===== src/rtl/bht_assoc_lru.sv =====
// Fully-associative branch history table with per-entry target storage.
// Fetch looks up combinationally by pc_r; execute writes outcomes via op.
// Replacement is true LRU over per-entry age counters (a permutation of
// 0..NITEM-1, 0 = most recently touched).

// Per-entry tag compare for the read and write ports.
module bht_assoc_lru_entry #(
  parameter int ADDR_NBIT = 10
) (
  input  logic                 vld,
  input  logic [ADDR_NBIT-1:0] pc,
  input  logic [ADDR_NBIT-1:0] pc_r,
  input  logic [ADDR_NBIT-1:0] pc_w,
  output logic                 match_r,
  output logic                 match_w
);
  assign match_r = vld && (pc == pc_r);
  assign match_w = vld && (pc == pc_w);
endmodule

module bht_assoc_lru #(
  parameter int ADDR_NBIT = 10,
  parameter int IDX_NBIT  = 3,
  parameter int CNT_NBIT  = 2
) (
  input  logic                 clk,
  input  logic                 rst_n,
  input  logic                 flush,
  input  logic [2:0]           op,
  input  logic [ADDR_NBIT-1:0] pc_r,
  input  logic [ADDR_NBIT-1:0] pc_w,
  input  logic [ADDR_NBIT-1:0] dst_w,
  output logic                 hit_r,
  output logic                 take_r,
  output logic [ADDR_NBIT-1:0] dst_r
);
  localparam int NITEM = 2 ** IDX_NBIT;

  localparam logic [2:0] OP_SET = 3'd1;
  localparam logic [2:0] OP_DEC = 3'd2;
  localparam logic [2:0] OP_INC = 3'd3;
  localparam logic [2:0] OP_INV = 3'd4;

  localparam logic [CNT_NBIT-1:0] CNT_MAX = {CNT_NBIT{1'b1}};
  localparam logic [CNT_NBIT-1:0] CNT_MID = CNT_NBIT'(1) << (CNT_NBIT - 1);
  localparam logic [IDX_NBIT-1:0] AGE_OLD = {IDX_NBIT{1'b1}};

  logic [NITEM-1:0]                vld_q;
  logic [NITEM-1:0][ADDR_NBIT-1:0] pc_q;
  logic [NITEM-1:0][ADDR_NBIT-1:0] dst_q;
  logic [NITEM-1:0][CNT_NBIT-1:0]  cnt_q;
  logic [NITEM-1:0][IDX_NBIT-1:0]  age_q;

  logic [NITEM-1:0] match_r, match_w;

  for (genvar g = 0; g < NITEM; g++) begin : g_ent
    bht_assoc_lru_entry #(.ADDR_NBIT(ADDR_NBIT)) u_ent (
      .vld     (vld_q[g]),
      .pc      (pc_q[g]),
      .pc_r    (pc_r),
      .pc_w    (pc_w),
      .match_r (match_r[g]),
      .match_w (match_w[g])
    );
  end

  // Read mux: at most one entry matches, so an OR of masked fields suffices.
  always_comb begin
    dst_r  = '0;
    take_r = 1'b0;
    for (int i = 0; i < NITEM; i++) begin
      if (match_r[i]) begin
        dst_r  = dst_r | dst_q[i];
        take_r = take_r | cnt_q[i][CNT_NBIT-1];
      end
    end
  end
  assign hit_r = |match_r;

  logic                 hit_w;
  logic [IDX_NBIT-1:0]  hit_idx, victim, tgt;
  logic [IDX_NBIT-1:0]  tgt_age;
  logic [CNT_NBIT-1:0]  tgt_cnt, cnt_nxt;
  logic                 do_write, do_inv;

  // Victim: lowest invalid entry, else the oldest; descending scan so the
  // lowest invalid index overrides the age pick.
  always_comb begin
    hit_idx = '0;
    victim  = '0;
    for (int i = 0; i < NITEM; i++) begin
      if (match_w[i])         hit_idx = IDX_NBIT'(i);
      if (age_q[i] == AGE_OLD) victim = IDX_NBIT'(i);
    end
    for (int i = NITEM - 1; i >= 0; i--) begin
      if (!vld_q[i]) victim = IDX_NBIT'(i);
    end
  end

  assign hit_w    = |match_w;
  assign tgt      = hit_w ? hit_idx : victim;
  assign tgt_age  = age_q[tgt];
  assign tgt_cnt  = cnt_q[tgt];
  assign do_write = !flush && (op == OP_SET || op == OP_DEC || op == OP_INC);
  assign do_inv   = !flush && (op == OP_INV) && hit_w;

  // New counter value for the target entry.
  always_comb begin
    cnt_nxt = CNT_MAX;
    case (op)
      OP_INC:  cnt_nxt = !hit_w ? CNT_MID
                       : (tgt_cnt == CNT_MAX) ? CNT_MAX : tgt_cnt + 1'b1;
      OP_DEC:  cnt_nxt = !hit_w ? CNT_MID - 1'b1
                       : (tgt_cnt == '0) ? '0 : tgt_cnt - 1'b1;
      default: cnt_nxt = CNT_MAX;
    endcase
  end

  // Valid bits and LRU ages: reset-held control state.
  always_ff @(posedge clk or negedge rst_n) begin
    if (!rst_n) begin
      vld_q <= '0;
      for (int i = 0; i < NITEM; i++) age_q[i] <= IDX_NBIT'(i);
    end else if (flush) begin
      vld_q <= '0;
    end else if (do_inv) begin
      vld_q[tgt] <= 1'b0;
    end else if (do_write) begin
      vld_q[tgt] <= 1'b1;
      for (int i = 0; i < NITEM; i++) begin
        if (IDX_NBIT'(i) == tgt)     age_q[i] <= '0;
        else if (age_q[i] < tgt_age) age_q[i] <= age_q[i] + 1'b1;
      end
    end
  end

  // Payload fields carry no reset; they are meaningless while vld is low.
  always_ff @(posedge clk) begin
    if (rst_n && do_write) begin
      pc_q[tgt]  <= pc_w;
      dst_q[tgt] <= dst_w;
      cnt_q[tgt] <= cnt_nxt;
    end
  end
endmodule


===== config.mk =====
export PLATFORM = sky130hd
export DESIGN_NAME = bht_assoc_lru
export DESIGN_NICKNAME = d
export VERILOG_FILES = /design/src/rtl/bht_assoc_lru.sv
export SDC_FILE = /design/constraint.sdc
export NUM_CORES = 1
export LEC_CHECK = 0
export BUFFER_PORTS_ARGS = -buffer_cell sky130_fd_sc_hd__buf_2
export CORE_MARGIN = 2
export CORE_UTILIZATION = 30
export DETAILED_ROUTE_END_ITERATION = 7
export PLACE_DENSITY = 0.57
export SETUP_SLACK_MARGIN = 0.5
export SYNTH_ARGS = -nofsm -noshare
export SYNTH_HDL_FRONTEND = slang
export SYNTH_HIERARCHICAL = 1
export SYNTH_SLANG_ARGS = --single-unit

===== constraint.sdc =====
create_clock -name clk -period 5.3 [get_ports clk]
set_input_delay 1.325 -clock clk [delete_from_list [all_inputs] [get_ports clk]]
set_output_delay 1.325 -clock clk [all_outputs]
set_load 0.01 [all_outputs]

### Yosys cells after proc, flatten, opt, wreduce, memory -nomap -nowiden

Cells that the tools add are included.

* output and inout bits: 12
* bits in registers: 208
* bits in writable memories: 0
* bits of input ports: 36
* memories: 0
* word-level logic and storage cells: 228
* bits in read-only memories: 0
* latch bits: 0

* bitwise logic cells: 19
* reductions and logical operators: 45
* magnitude comparators: 10
* $add $sub $neg: 10
* shifts and indexed selects: 0
* mux-type cells: 76
* equality and inequality tests: 35
* div/mod/pow operators: 0
* $mul: 0

Operator list (count)
* bitwise mux 80 bit: 2
* == test 10 bit: 16
* two-way mux 3 bit: 38
* two-way mux 10 bit: 9
* OR 10 bit: 7
* AND reduction 4 bit: 8
* demux 10 bit (select 3 bit): 1
* adder 3 x 1 -> 3 bit (second input constant): 8
* == test 3 bit (second input constant): 8
* < comparator 3 bit: 8
* two-way mux 8 bit: 3
* logical AND 1 bit: 21
* bitwise mux 16 bit: 1
* nonzero test 2 bit: 8
* OR reduction 8 bit: 2
* == test 3 bit (first input constant): 4
* two-way mux 2 bit: 6
* two-way mux 1 bit: 11
* binary-select mux 3 bit (select 3 bit): 1
* bitwise AND 8 bit: 1
* NOT 8 bit: 1
* OR 8 bit: 1
* OR 1 bit: 7
* binary-select mux 2 bit (select 3 bit): 1
* other kinds (18): 22

### Depth between registers and ports, before layout

Gate-level depths: netlist of run 1.

* depth after elaboration: 25
* depth in mapped cells: 17
* mapped depth without buffers: 16

### Modules after synthesis

The synthesis of run 1 kept the hierarchy.

By module, submodules not included
* bht_assoc_lru: area each 8724.6 µm², cells each 608, sequential area each 6100.9 µm², instances 1
* bht_assoc_lru_entry: area each 225.2 µm², cells each 28, sequential area each 0.0 µm², instances 8

### Worst setup path before layout of run 1

OpenSTA, ideal clock, no wires.

* path type: in2reg
* start point: input port pc_w[4]
* end point: register age_q[2] in the netlist's numbering
* stages: 16
* data arrival time: 5.066 ns
* required time: 5.231 ns
* library setup time: 0.069 ns
* buffers on the path: 2
* slack: 0.165 ns
* cell sequence: xnor2_1 nand4_1 nor3_2 or4_1 buf_2 nor2_1 a311o_1 nor2_1 clkbuf_1 a311oi_1 a31oi_1 ha_1 o211ai_1 o221ai_2 or4_1 nand3_1

* elaborated cells on any way between the ends: 34
* classes of those cells: order compare: 1; eq/ne: 8; mux: 11; bitwise: 1; reduce/logical: 13

RTL lines
* start: declaration: RTL line 31 `input logic [ADDR_NBIT-1:0] pc_w,`
* == test 10 bit (*): RTL line 18 `assign match_w = vld && (pc == pc_w);`
* logical AND 1 bit (*): RTL line 18
* via match_w[7]: RTL line 54 `logic [NITEM-1:0] match_r, match_w;`
* OR reduction 8 bit / two-way mux 3 bit (equally long branches): RTL line 100, 92
* two-way mux 3 bit: RTL line 101 `assign tgt = hit_w ? hit_idx : victim;`
* binary-select mux 3 bit (select 3 bit): RTL line 102 `assign tgt_age = age_q[tgt];`
* two-way mux 3 bit (implied by the code): RTL line 102
* < comparator 3 bit: RTL line 132 `else if (age_q[i] < tgt_age) age_q[i] <= age_q[i] + 1'b1;`
* nonzero test 2 bit (no source line)
* AND reduction 4 bit (no source line)
* end signal: indexed assignment: RTL line 131 `if (IDX_NBIT'(i) == tgt) age_q[i] <= '0;`
* end: declaration: RTL line 52 `logic [NITEM-1:0][IDX_NBIT-1:0] age_q;`

Mark *: on every way through the listed nets, which the timed path passes. The rest lies on a longest branch. The select of a mux whose other input is x is not followed.
A chain may end at the register's enable or synchronous reset.

### Worst setup path in the final report of run 1

* start point: input port pc_w[5]
* end point: register age_q[2] in the netlist's numbering

* word-level cells in the longest chain between the ends: 15
* elaborated cells on any way between the ends: 34
* classes of those cells: order compare: 1; eq/ne: 8; mux: 11; bitwise: 1; reduce/logical: 13

Ends and longest elaborated chain
* == test 10 bit (*): RTL line 18
* logical AND 1 bit (*): RTL line 18
* via match_w[1]: RTL line 54
* two-way mux 1 bit: RTL line 92 `if (match_w[i]) hit_idx = IDX_NBIT'(i);`
* two-way mux 3 bit (6 in a row): RTL line 92
* two-way mux 3 bit: RTL line 101
* binary-select mux 3 bit (select 3 bit): RTL line 102
* two-way mux 3 bit (implied by the code): RTL line 102
* < comparator 3 bit: RTL line 132
* nonzero test 2 bit (no source line)
* AND reduction 4 bit (no source line)

Marked as above.

==> results_dict.tcl, run 1 <==
set metrics [dict create \
    ys_seq_area_share_pct 58.0 \
    peakVddDrop_uv 250 \
    ios 48 \
    die-area_um2 36600 \
    setup-violations-final 0 \
    synth_edf_count 176 \
    critPathCaptureType "flop" \
    grt_start_max_net_pins 33 \
    nNetsFinal 997 \
    clk_path_buf_depth 3 \
    status "finished, final reports clean" \
    via_count 7315 \
    cts_tree "yes" \
    final_util_pct 36.2 \
    final_common_cell "edfxtp_1" \
    start_kind "input port" \
    critPathRequiredTime_ns 5.77 \
    final_hold_viol_count 0 \
    cts_buffers 24 \
    mostFrequentLayoutCells "176 x edfxtp_1, 160 x xnor2_1, 51 x buf_4" \
    grt-ovfl-total 0 \
    critPathSlowestCell "or4_4" \
    antenna_cells 0 \
    ys_ff_latch 208 \
    maxSlewViolCount 0 \
    portBuffers 47 \
    fp.dieH_um 191 \
    path_clk_slew_ns 0.05 \
    grt_use_total_pct 16.5 \
    fillCellCount 3427 \
    p_per_area_nw_per_um2 354 \
    grt_use_met3_pct 2.96 \
    cp_max_fo 16 \
    cts.sinks 208 \
    clock.fmax_mhz 217 \
    cap_violations 0 \
    whs_ns 0.515 \
    worstPathCellList "buf_2, xnor2_1, nand3_1, nor3_2, or4_4, nand2b_2, a31o_1, nand2_2, nor2_1, a211oi_1, a311oi_2, a31oi_4, ha_1, o211ai_1, o221ai_2, or4_1, nand3_1" \
    syn2layout_area_growth_pct 18.9 \
    die_w_um 191 \
    skew_ns 0.0131 \
    drtIter0Drc 644 \
    finalSetupTns_ns 0 \
    tightest_slew_ns 0.884 \
    seqCellArea_um2 6100 \
    syn-instance-count 832 \
    min_path_type "flop to flop" \
    synth_flop_cell "edfxtp_1" \
    relSlewSlack_pct 40.3 \
    rsz0062_at_grt "true" \
    synth.avg_cell_area_um2 12.7 \
    p_leak_uw 0.00414 \
    ant_nets 0 \
    row_count 68 \
    grt_pass1_wl_mm 45.7 \
    grt_util_met1_pct 23.2 \
    drc 0 \
    htree_levels 1 \
    crit_arrival_ns 5.09 \
    clock_latency_ns 0.54 \
    yosysWarningCount 6 \
    start_util_pct 30.5 \
    wire_per_inst_um 21.2 \
    grt_pass1_vias 7443 \
    p_total_uw 4430 \
    min_period_over_period_pct 87.1 \
    cp_slowest_stage_delay_ns 0.58 \
    drt-total-wl_mm 29.8 \
    drive_above_1_share_pct 20.9 \
    drtPass1Iterations 6 \
    synth_cell_type_count 64 \
    postSynth.asyncResetShare_pct 15.4 \
    path_class "input port to flop" \
    place_congestion 0.854 \
    antenna_found_initial 0 \
    finalCriticalPeriod_ns 4.62 \
    vias_per_cell 5.19 \
    cpMostUsedCell "nand3_1" \
    syn_area_um2 10500 \
    hpwl_mm 20.3 \
    synth_fp_nets 891 \
    cts_root_buffer "clkbuf_16" \
    multiInputGateArea_um2 4410 \
    core_um2 34500 \
    grt_use_met2_pct 25.7 \
    grt.busiest_layer "met2" \
]
[per-stage QoR]
stage	cell area, µm²	instances	setup slack, ns
final	12500	1410	0.683
after global routing	12500	1410	0.472
after CTS	12500	1410	0.630
after detailed placement	11800	1367	0.0886
after global placement	11800	1367	0.184
after floorplan	10600	832	0.526
[power by group]
| group | leakage, µW | internal [µW] | switching (µW) |
|---|---|---|---|
| clock network | 0.000350 | 838 | 679 |
| registers | 0.00196 | 1900 | 154 |
| logic | 0.00182 | 363 | 491 |
| total | 0.00414 | 3110 | 1320 |
[area by class of cell]
| class | count | area share (%) |
|---|---|---|
| clock buffers | 30 | 4.98 |
| clock inverters | 13 | 0.700 |
| inverters | 17 | 0.510 |
| multi-input cells | 587 | 35.3 |
| flip-flops and latches | 208 | 48.7 |
| well taps | 455 | 4.55 |
| repair buffers | 100 | 5.28 |
[cell usage after synthesis, types with 3 or more instances]
cell / instances / area [µm²]
and2_1: 5 / 31.3
nand2_1: 45 / 169
o211ai_1: 9 / 67.6
a2111o_1: 7 / 78.8
nor3_1: 17 / 85.1
a211oi_1: 4 / 30.0
a21oi_1: 25 / 125
a21boi_0: 3 / 22.5
ha_1: 23 / 288
nand4_1: 48 / 300
xnor2_1: 160 / 1400
o2bb2ai_1: 5 / 43.8
a31oi_1: 3 / 18.8
mux2_2: 3 / 33.8
o22ai_1: 8 / 50.1
nor3_2: 8 / 80.1
o21ai_0: 19 / 95.1
o21a_2: 4 / 35.0
nand3_1: 35 / 175
inv_1: 17 / 63.8
dfstp_2: 12 / 315
o211ai_2: 4 / 50.1
o21bai_1: 3 / 22.5
a22oi_1: 46 / 345
nor2b_1: 3 / 18.8
dfrtp_1: 20 / 500
nor2_1: 44 / 165
mux2i_1: 6 / 60.1
or3_1: 3 / 18.8
buf_2: 4 / 20.0
o21ai_1: 3 / 15.0
clkbuf_1: 15 / 56.3
edfxtp_1: 176 / 5290
[per-layer routing]
| metal | part of all wire, % | routed length [µm] |
|---|---|---|
| met3 | 6.4 | 1920 |
| met1 | 45 | 13500 |
| met2 | 45 | 13500 |
| met5 | 0 | 0 |
| met4 | 3.2 | 946 |
[worst max-delay path: cells and delay by family]
kind                     cells  cell delay [ns]
AND/OR/NAND/NOR              8             1.82
XOR/XNOR                     1             0.13
AO/OA/AOI/OAI                6             1.16
buffers and inverters        1             0.35
adder cells (fa/ha/maj)      1             0.29
[final timing paths]
| path | from | to | slack [ns] | cells past startpoint |
|---|---|---|---|---|
| min in group asynchronous | rst_n | age_q[18] | 0.86 | 2 |
| worst max register to register | pc_q[72] | age_q[2] | 1.28 | 15 |
| worst min-delay path | age_q[17] | age_q[17] | 0.52 | 2 |
| worst max-delay path | pc_w[5] | age_q[2] | 0.68 | 17 |
| max in group asynchronous | rst_n | age_q[23] | 4.09 | 2 |
| worst min register to register | age_q[17] | age_q[17] | 0.52 | 2 |
[timing repair]
action | in CTS | in global routing
gates resized for setup | 0 | 6
endpoints found under the setup margin | 0 | 14
buffers inserted | 0 | 0
hold endpoints to repair | 0 | 0
hold buffers | 0 | 0
[registers in the layout (all words and copies together), names as in the netlist]
signal  cells
cnt_q      16
vld_q       8
dst_q      80
age_q      24
pc_q       80
[cells by family after synthesis]
family / synth area share, %
compound gates: 12.5
xor+xnor: 13.3
fa+ha+maj: 2.73
buf+inv: 1.37
flops: 58.0
mux: 0.891
simple gates: 11.2
Power figures use the tool's default switching activity.
==> inputs of run 2 (changes only) <==
Settings changed: GPL_TIMING_DRIVEN set to 0.
==> run 2 against run 1 <==
Against the previous run: wire length shrank 5.7%; sequential share of layout area decreased by 0.17 points; register-to-register slack worse by 0.15 ns; clock skew down 0.0027 ns; via count shrank 1.9%; non-clock buffer count is 17 lower; highest routed layer is now met5.
==> results_dict.tcl, run 2 (same netlist as run 1, synthesis figures left out) <==
set metrics [dict create \
    fp.dieH_um 191 \
    tightest_slew_ns 1.11 \
    ant_nets 0 \
    hold_start "age_q[20]" \
    cts_buffers 24 \
    relSlewSlack_pct 25.5 \
    row_count 68 \
    min_period_over_period_pct 87.9 \
    grt_start_max_net_pins 34 \
    drt-total-wl_mm 28.1 \
    core_um2 34500 \
    cts_root_buffer "clkbuf_16" \
    rsz0062_at_grt "false" \
    nNetsFinal 980 \
    path_clk_slew_ns 0.05 \
    peakVddDrop_uv 228 \
    crit_path_start "pc_r[3]" \
    p_per_area_nw_per_um2 358 \
    seqPwrFrac_pct 45.4 \
    skew_ns 0.0103 \
    status "finished, final reports clean" \
    start_util_pct 30.5 \
    p_comb_share_pct 19.5 \
    antenna_found_initial 1 \
    finalCriticalPeriod_ns 4.66 \
    cap_violations 0 \
    place_congestion 0.848 \
    cts_tree "yes" \
    wire_per_inst_um 20.2 \
    antenna_cells 0 \
    dp_cells 1333 \
    setup-violations-final 0 \
    p_leak_uw 0.00413 \
    r2r_start "age_q[19]" \
    grt_use_total_pct 15.4 \
    syn2layout_area_growth_pct 19.4 \
    drive_above_1_share_pct 20.7 \
    clk_path_buf_depth 3 \
    switching_power_uw 1330 \
    maxSlewViolCount 0 \
    die_w_um 191 \
    htree_levels 1 \
    via_count 7179 \
    crit_arrival_ns 3.33 \
    grt_pass1_wl_mm 43.0 \
    clock.fmax_mhz 215 \
    timing.final.ws_setup_ns 0.641 \
    critPathCaptureType "primary output" \
    drc 0 \
    hpwl_mm 18.6 \
    min_path_type "flop to flop" \
    drtPass1Iterations 5 \
    final_hold_viol_count 0 \
    clock_latency_ns 0.54 \
    final_common_cell "edfxtp_1" \
    mostFrequentLayoutCells "176 x edfxtp_1, 156 x xnor2_1, 48 x nand4_1" \
    clkPwrFrac_pct 35.1 \
    switching_share_pct 29.5 \
    start_kind "input port" \
    portBuffers 46 \
    grt-ovfl-total 0 \
    vias_per_cell 5.15 \
    reg.largest.list "dst_q x80, pc_q x80, age_q x24" \
    dpl_worst_slack_ns -0.677 \
    stdcell_count 1394 \
    drtIter0Drc 560 \
    ios 48 \
    path_class "input port to primary output" \
    critPathRequiredTime_ns 3.97 \
    cp_max_fo 10 \
    postCtsHoldBufs 0 \
    die-area_um2 36600 \
    cts.sinks 208 \
    internal_power_uw 3170 \
    grt_pass1_vias 7094 \
]
==> run 2: path summary, 6_finish.rpt <==
check                             to  slack (ns)  cells past startpoint
max reg2reg                age_q[22]        1.13                     15
min                        age_q[20]        0.52                      2
min reg2reg                age_q[20]        0.52                      2
min in group asynchronous  age_q[16]        0.86                      1
max in group asynchronous  age_q[18]        3.93                      1
max                         dst_r[9]        0.64                      8
==> run 2: power groups by stage <==
stage,combinational (µW),sequential [µW],clock [µW]
after global placement,795,2070,0
final,877,2050,1580
after CTS,847,2040,1620
after detailed placement,823,2070,0
after floorplan,613,2020,0
after global routing,998,2060,1680
==> run 2: per-stage QoR <==
step	power (µW)	util [%]	hold slack [ns]	TNS [ns]	instance area, µm²
2_1_floorplan	2630	-	0.470	0	10600
3_3_place_gp	2870	32.9	0.504	-249.37	11400
3_5_place_dp	2900	33.1	0.509	-55.84	11400
4_1_cts	4500	35.6	0.518	0	12300
5_1_grt	4750	36.4	0.531	0	12600
6_report	4500	36.4	0.520	0	12600
==> run 2: routing by layer <==
layer | share of wire (%) | global-route usage, %
met2 | 46 | 24.5
met5 | 0.032 | 0
met4 | 2.7 | 4.70
met1 | 45 | 21.4
met3 | 5.8 | 2.74
==> run 2: critical path, stage by stage <==
cell and delay, ns:
buf_2 0.25, xnor2_1 0.16, nand4_1 0.18, nor3_1 0.56, clkbuf_2 0.41, a22oi_1 0.12
nand4_1 0.16, buf_2 0.16
==> run 2: timing repair <==
action / 4_1_cts / 5_1_grt
endpoints found under the setup margin: 162 / 130
buffers inserted: 4 / 13
resized for setup: 26 / 41
pin swaps: 3 / 11
==> run 2: cell type report <==
type	instances	area, µm²
plain buffers	20	108
multi-input cells	587	4560
fillers	3408	22000
repair buffers	63	409
clock inverters	17	140
clock buffers	27	612
inverters	17	63.8
flip-flops and latches	208	6100
well taps	455	569
